**src/rtl/ctrl_seq_unit.sv**
```systemverilog
// Instruction control unit: decodes ALU/memory/branch fields into control words and expands LDM/STM into per-register micro-ops.
// Latency: one cycle from accept to out_valid; one micro-op per cycle during a block transfer.
// Backpressure: out_valid & !out_ready freezes every output; in_ready is low during a burst or while a held word is not consumed.
module ctrl_seq_unit #(
    parameter int CMD_W   = 4,
    parameter int RLIST_W = 16,
    parameter int RIDX_W  = 4
) (
    input  logic               clk,
    input  logic               rst_n,
    input  logic               flush,
    input  logic               in_valid,
    output logic               in_ready,
    input  logic [3:0]         opcode,
    input  logic [1:0]         mode,
    input  logic               s,
    input  logic [RLIST_W-1:0] rlist,
    output logic               out_valid,
    input  logic               out_ready,
    output logic               wb_en,
    output logic               mem_r_en,
    output logic               mem_w_en,
    output logic               branch,
    output logic               s_out,
    output logic [CMD_W-1:0]   exe_cmd,
    output logic [RIDX_W-1:0]  uop_reg,
    output logic [RIDX_W+1:0]  uop_ofs,
    output logic               uop_last,
    output logic               busy
);

    typedef enum logic {IDLE = 1'b0, BURST = 1'b1} state_t;

    localparam logic [RLIST_W-1:0] ONE = {{(RLIST_W-1){1'b0}}, 1'b1};

    state_t              state_q, state_n;
    logic [RLIST_W-1:0]  mask_q, mask_n;
    logic [RIDX_W-1:0]   cnt_q, cnt_n;
    logic                out_valid_q, out_valid_n;
    logic                wb_en_q, wb_en_n;
    logic                mem_r_en_q, mem_r_en_n;
    logic                mem_w_en_q, mem_w_en_n;
    logic                branch_q, branch_n;
    logic                s_out_q, s_out_n;
    logic [CMD_W-1:0]    exe_cmd_q, exe_cmd_n;
    logic [RIDX_W-1:0]   uop_reg_q, uop_reg_n;
    logic                uop_last_q, uop_last_n;

    logic                d_wb, d_mr, d_mw, d_br, d_so;
    logic [3:0]          d_cmd;
    logic [RIDX_W-1:0]   rlist_lsb, mask_lsb;
    logic [RLIST_W-1:0]  rlist_rest, mask_rest;
    logic                accept, advance;

    // Index of the lowest set bit; the downward scan lets the lowest one win.
    function automatic logic [RIDX_W-1:0] lsb_idx(input logic [RLIST_W-1:0] v);
        logic [RIDX_W-1:0] r;
        r = '0;
        for (int i = RLIST_W - 1; i >= 0; i--) begin
            if (v[i]) r = RIDX_W'(i);
        end
        return r;
    endfunction

    assign rlist_lsb  = lsb_idx(rlist);
    assign mask_lsb   = lsb_idx(mask_q);
    assign rlist_rest = rlist & (rlist - ONE);
    assign mask_rest  = mask_q & (mask_q - ONE);

    assign in_ready = (state_q == IDLE) & (~out_valid_q | out_ready) & ~flush;
    assign accept   = in_valid & in_ready;
    assign advance  = out_valid_q & out_ready;

    // Decode the incoming field set into the control flags of its first micro-op.
    always_comb begin
        d_wb  = 1'b0;
        d_mr  = 1'b0;
        d_mw  = 1'b0;
        d_br  = 1'b0;
        d_so  = 1'b0;
        d_cmd = 4'b0000;
        case (mode)
            2'b00: begin
                d_wb = 1'b1;
                d_so = s;
                case (opcode)
                    4'b1101: d_cmd = 4'b0001;
                    4'b1111: d_cmd = 4'b1001;
                    4'b0100: d_cmd = 4'b0010;
                    4'b0101: d_cmd = 4'b0011;
                    4'b0010: d_cmd = 4'b0100;
                    4'b0110: d_cmd = 4'b0101;
                    4'b0000: d_cmd = 4'b0110;
                    4'b1100: d_cmd = 4'b0111;
                    4'b0001: d_cmd = 4'b1000;
                    4'b1010: begin d_cmd = 4'b0100; d_wb = 1'b0; d_so = 1'b1; end
                    4'b1000: begin d_cmd = 4'b0110; d_wb = 1'b0; d_so = 1'b1; end
                    default: begin d_cmd = 4'b0000; d_wb = 1'b0; d_so = 1'b0; end
                endcase
            end
            2'b01: begin
                d_cmd = 4'b0010;
                d_wb  = s;
                d_mr  = s;
                d_so  = s;
                d_mw  = ~s;
            end
            2'b10: d_br = 1'b1;
            default: begin
                // An empty register list becomes a single no-op word.
                if (rlist != '0) begin
                    d_cmd = 4'b0010;
                    d_wb  = s;
                    d_mr  = s;
                    d_mw  = ~s;
                end
            end
        endcase
    end

    // Next state and next control word: flush first, then accept in IDLE, then burst advance.
    always_comb begin
        state_n     = state_q;
        mask_n      = mask_q;
        cnt_n       = cnt_q;
        out_valid_n = out_valid_q;
        wb_en_n     = wb_en_q;
        mem_r_en_n  = mem_r_en_q;
        mem_w_en_n  = mem_w_en_q;
        branch_n    = branch_q;
        s_out_n     = s_out_q;
        exe_cmd_n   = exe_cmd_q;
        uop_reg_n   = uop_reg_q;
        uop_last_n  = uop_last_q;
        if (flush) begin
            out_valid_n = 1'b0;
            mask_n      = '0;
            state_n     = IDLE;
        end else if (state_q == IDLE) begin
            if (accept) begin
                out_valid_n = 1'b1;
                wb_en_n     = d_wb;
                mem_r_en_n  = d_mr;
                mem_w_en_n  = d_mw;
                branch_n    = d_br;
                s_out_n     = d_so;
                exe_cmd_n   = CMD_W'(d_cmd);
                cnt_n       = '0;
                uop_reg_n   = '0;
                uop_last_n  = 1'b1;
                mask_n      = '0;
                if (mode == 2'b11 && rlist != '0) begin
                    uop_reg_n = rlist_lsb;
                    mask_n    = rlist_rest;
                    if (rlist_rest != '0) begin
                        uop_last_n = 1'b0;
                        state_n    = BURST;
                    end
                end
            end else if (advance) begin
                out_valid_n = 1'b0;
            end
        end else if (advance) begin
            // Flags carry over unchanged; only the register, offset and last marker move.
            uop_reg_n  = mask_lsb;
            mask_n     = mask_rest;
            cnt_n      = cnt_q + 1'b1;
            uop_last_n = (mask_rest == '0);
            if (mask_rest == '0) state_n = IDLE;
        end
    end

    // State and output registers; reset aborts any burst immediately.
    always_ff @(posedge clk or negedge rst_n) begin
        if (!rst_n) begin
            state_q     <= IDLE;
            mask_q      <= '0;
            cnt_q       <= '0;
            out_valid_q <= 1'b0;
            wb_en_q     <= 1'b0;
            mem_r_en_q  <= 1'b0;
            mem_w_en_q  <= 1'b0;
            branch_q    <= 1'b0;
            s_out_q     <= 1'b0;
            exe_cmd_q   <= '0;
            uop_reg_q   <= '0;
            uop_last_q  <= 1'b0;
        end else begin
            state_q     <= state_n;
            mask_q      <= mask_n;
            cnt_q       <= cnt_n;
            out_valid_q <= out_valid_n;
            wb_en_q     <= wb_en_n;
            mem_r_en_q  <= mem_r_en_n;
            mem_w_en_q  <= mem_w_en_n;
            branch_q    <= branch_n;
            s_out_q     <= s_out_n;
            exe_cmd_q   <= exe_cmd_n;
            uop_reg_q   <= uop_reg_n;
            uop_last_q  <= uop_last_n;
        end
    end

    assign out_valid = out_valid_q;
    assign wb_en     = wb_en_q;
    assign mem_r_en  = mem_r_en_q;
    assign mem_w_en  = mem_w_en_q;
    assign branch    = branch_q;
    assign s_out     = s_out_q;
    assign exe_cmd   = exe_cmd_q;
    assign uop_reg   = uop_reg_q;
    assign uop_ofs   = {cnt_q, 2'b00};
    assign uop_last  = uop_last_q;
    assign busy      = (state_q == BURST);

endmodule

```
**config.mk**
```make
export PLATFORM = sky130hd
export DESIGN_NAME = ctrl_seq_unit
export DESIGN_NICKNAME = d
export VERILOG_FILES = /design/src/rtl/ctrl_seq_unit.sv
export SDC_FILE = /design/constraint.sdc
export NUM_CORES = 1
export LEC_CHECK = 0
export BUFFER_PORTS_ARGS = -buffer_cell sky130_fd_sc_hd__buf_2
export CORE_MARGIN = 8
export CORE_UTILIZATION = 50
export DETAILED_ROUTE_END_ITERATION = 12
export GPL_ROUTABILITY_DRIVEN = 0
export PLACE_DENSITY = 0.77
export SYNTH_ARGS = -nofsm -noshare
export SYNTH_HDL_FRONTEND = slang
export SYNTH_SLANG_ARGS = --single-unit
```
**constraint.sdc**
```tcl
create_clock -name clk -period 2.28 [get_ports clk]
set_clock_uncertainty 0.2 [all_clocks]
set_input_delay 0.114 -clock clk [delete_from_list [all_inputs] [get_ports clk]]
set_output_delay 0.114 -clock clk [all_outputs]
set_load 0.05 [all_outputs]
```
==> metrics.md <==
| Metric | Value |
|---|---|
| Run status | complete, but fails checks |
| Failing checks | setup timing |
| Main synth FF type | dfrtp_1 |
| Post-synthesis mux area share | 0.452% |
| WS Path Type | in -> reg |
| Worst-path maximum fanout | 5 |
| Diode count | 0 |
| Vias in the first global route | between 2,000 and 2,500 |
| Setup TNS | -6.44 ps |
| P per Cell Area | about 540 nW/um^2 |
| Worst path cell trace | dlygate4sd3_1 > buf_2 > or4_1 > o31a_1 > o211ai_1 > nand4b_1 > a21oi_1 > a311oi_1 |
| Proportion of layout cells with a drive suffix above 1 | around a quarter |
| Critical Path RT | 2250 ps |
| Mapped Cells | 310 |
| Crit path arrival time | 2250 ps |
| Post-synth EDFFs | 0 |
| Worst-Skew Late Latency | 290 ps |
| Slew @ Worst Pin | 772 ps |
| Share of the synthesized area in the top cell type | a little over a third |
| H-tree depth | 2 |
| Top post-synthesis cells by area | dfrtp_1, o21ai_0, nand2_1 |
| Via density per instance | 5.94 |
| CTS buffer count | 5 |
| Crit end category | flip-flop |
| R2R setup slack | 10 ps |
| Synth Register Bits | 35 |
| Area growth syn-to-layout | 28.8% |
| Final worst slack | -6.44 ps |
| Initial Util | a little over half |
| Drt first pass iters | 5 |
| Remaining DRCs | 0 |
| Grt ovf | 0 |
| DR iter-0 viols | approximately 270 |
| Finished Cell Area | 3210 sq um |
| Final Cycle Share | 100% |
| Most flops, register | mask_q |
| Fmax | about 440 MHz |
| WL per Instance | 16.1 um |
| DP Area | 2890 sq um |
| TritonCTS clock tree | yes |
| Core box area | 4750 sq um |
| Die height | 86.6 um |
| ANT nets after route | 0 |
| Setup Viol. Count Final | 1 |
| Initial antenna violation count | 0 |
| Final Critical Period | 2290 ps |
| Synthesized cell area | 2490 sq um |
| Lkg Pwr | 1.44 nW |
| Register area share after synthesis | 35.2% |
| Clk sink count | 35 |
| RSZ-0062 raised after global routing | true |
| YS warnings | 0 |
| First-pass GRT wire length | roughly 12,000 um |
| Final nets | roughly 420 |
| Largest net degree at the start of global routing | 36 |
| Max IR drop VDD | 0.282 mV |
| FF/Latch Area | around 900 sq um |
| Slew headroom | between 40% and 50% |
| # fillers | about 410 |
| Largest family of logic cells by synthesized area | compound AO/OA/AOI/OAI gates |
| WL final | 7320 um |
| Hold Path Class | in -> reg |
| Simple-gate area share of the yosys netlist | a little over a quarter |
| Cell Rows | 25 |
| Clk buf depth | 2 |
| Max reg flops | 15 |
| Root buffer cell | clkbuf_8 |
| Via count | 2,701 |
| Hold Violations, Final | 0 |
| Post-Synth XOR/XNOR Area | 1.41% |
| Die area | 7500 sq um |
| Largest stage delay, worst path | between 500 and 600 ps |
| Async SR Flop Fraction | 100% |
| Synth Area in Compound Gates | 28.8% |
| Max_cap viols | 0 |
| Slew Limit Fails | 0 |
| Clk slew on worst S/H paths | 70 ps |
| Post-detail-place hpwl | 5350 um |
| Synth Area per Inst | between 8 and 9 sq um |
| Distinct cell type count of the synthesized netlist | slightly above 60 |
| Die W | 86.6 um |
| Worst setup SP type | primary input |
| Footprint of the multi-input gates | 1480 sq um |
| CP max-delay cell | dlygate4sd3_1 |
| Worst slack, placed | -3.54 ps |
| Adder-Cell Fraction of Synth Area | 1.36% |
| GRT Overall Usage | roughly a fifth |
| Io pins | 51 |
| Synth area leader | dfrtp_1 |
| I/O Buffers | 48 |
==> layout by cell type (no fill, tap or decap), types with 6 or more instances in the layout <==
master          n
a21oi_1        22
a32o_1          7
buf_2          48
buf_4          23
dfrtp_1        33
dlygate4sd3_1  19
inv_1          13
nand2_1        35
nand2b_1        6
nand3_1         9
nor2_1         30
nor3_1          6
nor4_1          8
o21ai_0        28
o21ai_1         9
o31ai_1         6
==> stage by stage <==
step	total power, mW	cells	hold WS [ps]	util (%)
6_report	1.74	455	18.8	67.5
5_1_grt	1.82	455	31.0	67.5
4_1_cts	1.75	454	0.612	67.2
3_5_place_dp	1.15	426	45.2	60.7
3_3_place_gp	1.14	426	45.0	60.7
2_1_floorplan	1.00	311	-382	-
==> cell families (layout without fill, tap and decap cells) <==
| group | count (synthesis) | in the layout |
|---|---|---|
| adders and majority gates | 3 | 3 |
| AOI/OAI and AO/OA | 108 | 108 |
| xor gates and xnor gates | 4 | 4 |
| muxes | 1 | 1 |
| DFF | 35 | 35 |
| other | 1 | 2 |
| buffers and inverters | 34 | 111 |
| and+or+nand+nor | 124 | 124 |
==> final timing paths <==
kind	startpoint	end	cells past startpoint
setup reg to reg	mask_q[6]	busy	6
min in group asynchronous	rst_n	mask_q[13]	2
setup / recovery	rlist[11]	busy	8
hold / removal	rlist[6]	mask_q[6]	2
hold reg to reg	branch	branch	2
max in group asynchronous	rst_n	out_valid	2
==> metal layers <==
metal	part of all wire, %	wire, um	track usage (%)	vias up
li1	-	-	-	1305
met1	44	3230	24.8	1273
met2	48	3510	31.3	108
met3	5.9	432	3.78	15
met4	2.0	146	6.73	0
met5	0	0	0	-
==> critical path, delay by kind of cell <==
family | cells | cell delay, ps
simple gates | 2 | 660
compound gates | 4 | 790
buf+inv | 2 | 680
==> cells in the mapped netlist, types with 2 or more instances <==
cell type and instances:
a211o_1 3, or4_1 3, o21ai_0 28, clkbuf_1 12, a22o_1 2, a32oi_1 2, a32o_1 7, buf_4 3
inv_1 13, nand2b_1 6, a2111oi_0 5, and2_1 3, nor3_2 2, or3_4 2, or2_2 2, o31ai_1 6
nor3_1 6, o211ai_1 4, xor2_1 3, nor4_1 8, nand3_1 9, o21ai_1 9, o2bb2ai_1 3, or3_1 2
buf_6 3, nor2_1 30, nand2_1 35, nor2b_1 4, dfrtp_1 35, a21oi_1 22, nand4_1 3, buf_2 2
a211oi_1 2, a31oi_1 4
==> layout make-up <==
cell class	instances	share of cell area [%]
multi-input combinational	242	46.2
timing repair buffer	90	18.8
sequential	35	27.4
inverter	13	1.52
tap	67	2.61
clock inverter	3	1.36
clock buffer	5	2.14
==> power breakdown <==
group | switching (mW) | internal [mW] | leakage [nW]
Sequential | 0.0285 | 0.657 | 0.471
Combinational | 0.323 | 0.169 | 0.915
Clock | 0.238 | 0.325 | 0.0581
Total | 0.589 | 1.15 | 1.44
==> what timing repair did <==
action | in CTS | in global routing
hold buffers | 19 | 0
resized for setup | 0 | 2
pin swaps | 1 | 3
endpoints found under the setup margin | 1 | 3
setup buffers | 1 | 1
endpoints found under the hold margin | 53 | 0
cloned | 0 | 0
Note: power is estimated with default switching activity, not from simulation.
